[src/rtl/bin_to_bcd_seq_if.sv]
// Handshake and result bundle between a binary-to-BCD converter and its user.
// The requester drives the master side and the converter sits on the slave side.
interface bin_to_bcd_seq_if #(
  parameter int BIN_W  = 12,
  parameter int DIGITS = 4
);
  logic                  start;
  logic [BIN_W-1:0]      bin_d_in;
  logic                  busy;
  logic                  rdy;
  logic [4*DIGITS-1:0]   bcd_d_out;
  logic                  neg;
  logic                  ovf;
  logic [DIGITS-1:0]     blank_mask;

  modport master (
    output start, bin_d_in,
    input  busy, rdy, bcd_d_out, neg, ovf, blank_mask
  );

  modport slave (
    input  start, bin_d_in,
    output busy, rdy, bcd_d_out, neg, ovf, blank_mask
  );
endinterface

[src/rtl/bin_to_bcd_seq.sv]
// Iterative shift-and-add-3 binary-to-BCD converter, one bit per clock.
// Optional two's-complement input, sticky overflow and leading-zero blanking.
module bin_to_bcd_seq #(
  parameter int BIN_W       = 12,
  parameter int DIGITS      = 4,
  parameter int SIGNED_MODE = 0
) (
  input  logic             clk,
  input  logic             rst,
  bin_to_bcd_seq_if.slave  bus
);
  localparam int BCD_W = 4 * DIGITS;
  localparam int CNT_W = $clog2(BIN_W + 1);

  typedef enum logic [1:0] {
    IDLE = 2'd0,
    CONV = 2'd1,
    DONE = 2'd2
  } state_t;

  state_t             state_q;
  logic [BIN_W-1:0]   bin_q;
  logic [BCD_W-1:0]   bcd_q;
  logic [CNT_W-1:0]   cnt_q;
  logic               sign_q;
  logic               ovf_sticky_q;

  logic               busy_q;
  logic               rdy_q;
  logic [BCD_W-1:0]   bcd_out_q;
  logic               neg_q;
  logic               ovf_q;
  logic [DIGITS-1:0]  blank_q;

  // Magnitude of the incoming operand; -2^(BIN_W-1) wraps to the unsigned 2^(BIN_W-1).
  logic               in_neg_d;
  logic [BIN_W-1:0]   mag_d;

  assign in_neg_d = (SIGNED_MODE != 0) && bus.bin_d_in[BIN_W-1];
  assign mag_d    = in_neg_d ? (~bus.bin_d_in + BIN_W'(1)) : bus.bin_d_in;

  logic [BCD_W-1:0]   bcd_adj;
  logic [BCD_W-1:0]   bcd_d;
  logic [BIN_W-1:0]   bin_d;
  logic               carry_d;
  logic [DIGITS-1:0]  zero_above;
  logic [DIGITS-1:0]  blank_d;

  genvar gi;
  generate
    for (gi = 0; gi < DIGITS; gi++) begin : g_digit
      // Digits are corrected independently; no carry crosses a digit boundary.
      assign bcd_adj[4*gi +: 4] = (bcd_q[4*gi +: 4] > 4'd4) ? (bcd_q[4*gi +: 4] + 4'd3)
                                                             : bcd_q[4*gi +: 4];
      if (gi == DIGITS - 1) begin : g_top
        assign zero_above[gi] = (bcd_q[4*gi +: 4] == 4'd0);
      end else begin : g_low
        assign zero_above[gi] = (bcd_q[4*gi +: 4] == 4'd0) && zero_above[gi+1];
      end
    end
  endgenerate

  // The bit leaving the top digit is a carry into a digit we do not have.
  assign {carry_d, bcd_d, bin_d} = {bcd_adj, bin_q, 1'b0};
  assign blank_d = zero_above & ~DIGITS'(1);

  always_ff @(posedge clk or posedge rst) begin
    if (rst) begin
      state_q      <= IDLE;
      bin_q        <= '0;
      bcd_q        <= '0;
      cnt_q        <= '0;
      sign_q       <= 1'b0;
      ovf_sticky_q <= 1'b0;
      busy_q       <= 1'b0;
      rdy_q        <= 1'b0;
      bcd_out_q    <= '0;
      neg_q        <= 1'b0;
      ovf_q        <= 1'b0;
      blank_q      <= '0;
    end else begin
      rdy_q <= 1'b0;
      case (state_q)
        IDLE: begin
          if (bus.start) begin
            bin_q        <= mag_d;
            sign_q       <= in_neg_d;
            bcd_q        <= '0;
            ovf_sticky_q <= 1'b0;
            cnt_q        <= '0;
            busy_q       <= 1'b1;
            state_q      <= CONV;
          end
        end
        CONV: begin
          bcd_q        <= bcd_d;
          bin_q        <= bin_d;
          ovf_sticky_q <= ovf_sticky_q | carry_d;
          cnt_q        <= cnt_q + CNT_W'(1);
          if (cnt_q == CNT_W'(BIN_W - 1)) begin
            state_q <= DONE;
          end
        end
        DONE: begin
          bcd_out_q <= bcd_q;
          neg_q     <= sign_q;
          ovf_q     <= ovf_sticky_q;
          blank_q   <= blank_d;
          rdy_q     <= 1'b1;
          busy_q    <= 1'b0;
          state_q   <= IDLE;
        end
        default: begin
          busy_q  <= 1'b0;
          state_q <= IDLE;
        end
      endcase
    end
  end

  assign bus.busy       = busy_q;
  assign bus.rdy        = rdy_q;
  assign bus.bcd_d_out  = bcd_out_q;
  assign bus.neg        = neg_q;
  assign bus.ovf        = ovf_q;
  assign bus.blank_mask = blank_q;
endmodule

[src/flat_wrapper.sv]
// flat-port wrapper written by rule: the top's interface ports become plain ports
module bin_to_bcd_seq_flat 
#(
  parameter int BIN_W       = 12,
  parameter int DIGITS      = 4,
  parameter int SIGNED_MODE = 0
)
  (clk, rst, bus_start, bus_bin_d_in, bus_busy, bus_rdy, bus_bcd_d_out, bus_neg, bus_ovf, bus_blank_mask);
  bin_to_bcd_seq_if #(.BIN_W(BIN_W), .DIGITS(DIGITS)) bus_i ();
  input  logic clk;
  input  logic rst;
  input wire logic [$bits(bus_i.start)-1:0] bus_start;
  input wire logic [$bits(bus_i.bin_d_in)-1:0] bus_bin_d_in;
  output wire logic [$bits(bus_i.busy)-1:0] bus_busy;
  output wire logic [$bits(bus_i.rdy)-1:0] bus_rdy;
  output wire logic [$bits(bus_i.bcd_d_out)-1:0] bus_bcd_d_out;
  output wire logic [$bits(bus_i.neg)-1:0] bus_neg;
  output wire logic [$bits(bus_i.ovf)-1:0] bus_ovf;
  output wire logic [$bits(bus_i.blank_mask)-1:0] bus_blank_mask;
  assign bus_i.start = bus_start;
  assign bus_i.bin_d_in = bus_bin_d_in;
  assign bus_busy = bus_i.busy;
  assign bus_rdy = bus_i.rdy;
  assign bus_bcd_d_out = bus_i.bcd_d_out;
  assign bus_neg = bus_i.neg;
  assign bus_ovf = bus_i.ovf;
  assign bus_blank_mask = bus_i.blank_mask;
  bin_to_bcd_seq #(.BIN_W(BIN_W), .DIGITS(DIGITS), .SIGNED_MODE(SIGNED_MODE)) u_core (.clk(clk), .rst(rst), .bus(bus_i));
endmodule
[config.mk]
export PLATFORM = sky130hd
export DESIGN_NAME = bin_to_bcd_seq_flat
export DESIGN_NICKNAME = d
export VERILOG_FILES = /design/src/rtl/bin_to_bcd_seq_if.sv /design/src/rtl/bin_to_bcd_seq.sv /design/src/flat_wrapper.sv
export SDC_FILE = /design/constraint.sdc
export NUM_CORES = 1
export LEC_CHECK = 0
export ABC_AREA = 1
export BUFFER_PORTS_ARGS = -buffer_cell sky130_fd_sc_hd__buf_2
export CAP_MARGIN = 40
export CORE_MARGIN = 2
export CORE_UTILIZATION = 56
export DETAILED_ROUTE_END_ITERATION = 6
export PLACE_DENSITY = 0.79
export SLEW_MARGIN = 10
export SYNTH_ARGS = -nofsm -noshare
export SYNTH_HDL_FRONTEND = slang
export SYNTH_SLANG_ARGS = --single-unit
export TNS_END_PERCENT = 10
[constraint.sdc]
create_clock -name clk -period 2.25 [get_ports clk]
set_input_delay 0.45 -clock clk [delete_from_list [all_inputs] [get_ports clk]]
set_output_delay 0.45 -clock clk [all_outputs]
set_load 0.01 [all_outputs]
Word-level counts from Yosys, hierarchy flattened:

Index checks and enable logic that the tools add are counted.
Widths: inputs -> output; s select.

* flip-flop bits (word level): 57
* output and inout bits: 24
* logic and storage cells: 54

* add/sub/neg operators: 5
* $lt $le $gt $ge: 4
* equality and inequality tests: 5
* muxes and demuxes: 18
* bitwise logic cells: 2
* reduce and logical (&&, ||, !) cells: 10

Operators by type and width (number)
* $pmux 16 s2: 1
* $pmux 12 s2: 1
* $mux 4: 5
* $add 4x2->4 const B: 4
* $gt 4x3->1 const B: 4
* $mux 16: 1
* $logic_not 4->1: 3
* $mux 12: 1
* $pmux 4 s2: 1
* $reduce_and 2->1: 3
* $add 4x1->4 const B: 1
* $eq 4x4->1 const B: 1
* $mux 2: 2
* $pmux 1 s2: 2
* $pmux 2 s2: 1
* $mux 1: 3
* $eq 2x1->1 const B: 1
* $eq 2x2->1 const B: 1
* $logic_and 1x1->1: 2
* $logic_not 2->1: 1
* $ne 2x1->1 const B: 1
* $ne 2x2->1 const B: 1
* $reduce_bool 2->1: 1
* $not 1->1: 1
* $or 1x1->1: 1

Longest topological paths before layout:

* depth in word-level cells: 4
* gate-level depth with buffers: 8
* mapped depth without buffers: 8

Worst setup path before layout:

Ideal clock, no wire load.

* path kind: register to register
* from: reg u_core.bcd_q[12]
* to: reg u_core.bcd_q[13]
* library setup time: 0.127 ns
* data arrival time: 1.047 ns
* setup slack: 1.075 ns
* cell stages (with the launch flop): 8
* period minus slack after synthesis: 1.175 ns
* path through: dfrtp_1 -> inv_1 -> ha_1 -> inv_1 -> a21oi_1 -> nand2_1 -> nand3_1 -> o21ai_0

* cells in the longest elaborated chain, start to end: 3

RTL lines
* start: declaration: line bin_to_bcd_seq.sv:23 `logic [BCD_W-1:0] bcd_q;`
* start signal: assignment: line bin_to_bcd_seq.sv:71 `bcd_q <= '0;`
* start signal: assignment: line bin_to_bcd_seq.sv:88 `bcd_q <= '0;`
* start signal: assignment: line bin_to_bcd_seq.sv:96 `bcd_q <= bcd_d;`
* $add 4x2->4 or $gt 4x3->1 (tied branches): line bin_to_bcd_seq.sv:53 `assign bcd_adj[4*gi +: 4] = (bcd_q[4*gi +: 4] > 4'd4) ? (bcd_q[4*gi +: 4] + 4'd3)`
* $mux 4 *: line bin_to_bcd_seq.sv:53
* $pmux 16 s2 *: line bin_to_bcd_seq.sv:83 `case (state_q)`

Every way passes the cells marked *; elsewhere a longest branch is shown, timed or not.
A chain may end at the register's enable or synchronous reset.

Worst setup path in the final report:

* from: reg u_core.bcd_q[12]
* to: reg u_core.bcd_q[14]

Same word-level chain as after synthesis.

==> run metrics <==
status=complete, no violations; WL per Instance=between 10 and 15 µm; H-tree depth=3; number of global-route vias before repair=1932; Die Width=~70 µm; Peak VDD IR=roughly 770 µV; Syn Std Cell Area=about 2600 µm²; total track usage=between 20% and 30%; Worst-path clk slew=0.07 ns; WHS=0.155 ns; DRC violations left=0; Synth cell types=22; cell family with most CP delay=flip-flops; Routed Antenna Nets=0; maxcap violations=0; Leak=1.58 nW; clock root cell=clkbuf_8; Critical Path RT=2.46 ns; total power=4.17 mW; Clock Sinks=57; cell taking the most area after synthesis=dfrtp_1; port bufs=36; Synth Instances=307; CTS hold repair buffers=0; Tmin final=1.35 ns; FMAX=between 0.7 and 0.8 GHz; TritonRoute pass-1 iters=5; Non-Filler Instances=402; drt total wl=4670 µm; # Post-CTS Setup Buffers=0; Critical Path Most Common Cell=inv_1; top_reg_cell synth=dfrtp_1; CTS tree=built; fraction of registers with async set/reset=100%; ANT cells=0; Post-CTS Resized=0; initial DRC count=154; Pwr Density=1400 nW/µm²; share of cells above drive strength 1=17.1%; post-detail-place hpwl=3140 µm; area of the die=a little over 5000 µm²; global-route wire length before repair=between 8000 and 9000 µm; critical path capture point type=flop; Max Buffers Root-to-Sink=2; largest net degree at the start of global routing=58; TritonCTS buffer count=9; gpl congestion=approximately 0.83; synth top area cells=dfrtp_1, nand2_1, o21ai_0, nand3_1, inv_1; core area=4380 µm²; I/O pins=39; Vias=approximately 2100; dpl cells=387; critical path launch point type=flop; Critical Path AT=approximately 1.6 ns; count leader, synth=nand2_1; grt total ovfl=0; WP buf/inv=2; Post-synth top cells=nand2_1, dfrtp_1, o21ai_0, nand3_1, inv_1; area of the multi-input gates=963 µm²; mean number of vias per cell=5.12; clk_skew=0.0104 ns; FF+latch count, synth=between 50 and 60; num rows=24; Register Area=between 1000 and 1500 µm²; Final #Nets=366; TNS Setup=0 ns; crit share post-route=60.1%; RSZ-0062 raised after global routing=no; Crit Path Category=flop to flop; Worst-Skew Late Latency=roughly 0.34 ns; critical path, cell by cell=inv_1, ha_1, inv_1, a21oi_1, nand2_1, nand3_1, o21ai_0; Layout area overhead=15.3%; worst min path class=input pin to asynchronous set/reset pin; critical path's slowest cell=dfrtp_1; CP Max Fanout=4; Post-synth EDFFs=0; Seq/Total Area, Yosys=a little under three fifths; Starting Density=58.8%; synth warn=0; Yosys top cell area share=55.3%; final setup vio count=0; initial antenna violation count=0; FF-to-FF setup slack=0.90 ns; Fillers=374; Util after Layout=between 60% and 70%; die height=roughly 72 µm; Final Hold Fails=0; Critical Path Max Stage Delay=0.41 ns; Pins Over Slew Limit=0; Avg Cell Area, Syn=8.40 µm²
-- sequential cells by signal, indices dropped and copies added, names as in the netlist --
register and cells:
u_core.bcd_q 16, u_core.bus.bcd_d_out 16, u_core.bin_q 12, u_core.cnt_q 4, u_core.bus.blank_mask 3, u_core.state_q 2
u_core.bus.busy 1, u_core.bus.ovf 1, u_core.bus.rdy 1, u_core.ovf_sticky_q 1
-- layer usage --
metal  share of wire, %  wire length (µm)  global-route usage [%]
met4                1.7                80                    10.5
met3                5.4               253                    6.05
met1                 48              2250                    26.7
met5                  0                 0                       0
met2                 45              2090                    34.0
-- where the power goes --
group / switching [mW] / internal (mW)
combinational: 0.961 / 0.577
sequential: 0.266 / 1.42
clock: 0.386 / 0.562
-- path summary, 6_finish.rpt --
path	start	endpoint	cells after the start
worst max-delay path	u_core.bcd_q[12]	u_core.bcd_q[14]	7
worst max register to register	u_core.bcd_q[12]	u_core.bcd_q[14]	7
worst min-delay path	rst	u_core.bin_q[3]	3
max in group asynchronous	rst	u_core.bcd_q[6]	3
min in group clk	bus_bin_d_in[0]	u_core.bin_q[0]	3
worst min register to register	u_core.bus.blank_mask[2]	u_core.bus.blank_mask[2]	2
-- stage by stage --
step / instance area [µm²] / setup slack (ns)
after floorplan: 2580 / 0.400
after global placement: 2780 / 0.946
after detailed placement: 2780 / 0.913
after CTS: 2970 / 0.896
after global routing: 2970 / 0.717
final: 2970 / 0.898
-- worst reg2reg max path: cells and delay by family (launching register included) --
family | cells | cell delay (ns)
flops | 1 | 0.41
compound gates | 2 | 0.25
fa+ha+maj | 1 | 0.23
buf+inv | 2 | 0.19
simple gates | 2 | 0.14
-- cells by family after synthesis --
family                     count (synthesis)  share of synthesized area [%]
AOI/OAI and AO/OA                         50                           10.0
adders and majority gates                  5                           2.42
buffers and inverters                     41                           7.52
DFF                                       57                           55.3
other                                      1                          0.145
and+or+nand+nor                          153                           24.6
-- cell usage in the layout, fill, tap and decap left out --
| cell | synthesis | routed |
|---|---|---|
| buf_2 | 4 | 36 |
| nor4_1 | 1 | 1 |
| o211ai_1 | 1 | 1 |
| bufinv_16 | 0 | 1 |
| clkbuf_1 | 0 | 1 |
| a21oi_1 | 8 | 8 |
| inv_1 | 26 | 25 |
| buf_12 | 0 | 1 |
| clkbuf_8 | 0 | 11 |
| o21ai_1 | 1 | 1 |
| dfrtp_1 | 57 | 57 |
| o22ai_1 | 3 | 3 |
| o21a_1 | 1 | 1 |
| conb_1 | 1 | 2 |
| o21ai_0 | 36 | 36 |
| nor2_1 | 13 | 13 |
| ha_1 | 5 | 5 |
| nand3_1 | 30 | 30 |
| buf_4 | 5 | 2 |
| nand2_1 | 104 | 104 |
| clkinv_2 | 0 | 2 |
| inv_2 | 3 | 4 |
| nand2_4 | 2 | 2 |
| nand2_2 | 1 | 1 |
| nor3_1 | 2 | 2 |
-- cell type report --
| type | count | area share (%) |
|---|---|---|
| inverter | 29 | 3.66 |
| clock buffer | 12 | 5.22 |
| tap | 52 | 2.19 |
| timing repair buffer | 39 | 7.24 |
| multi-input combinational | 210 | 32.4 |
| sequential | 57 | 48.0 |
| clock inverter | 3 | 1.35 |
Power figures use the tool's default switching activity.
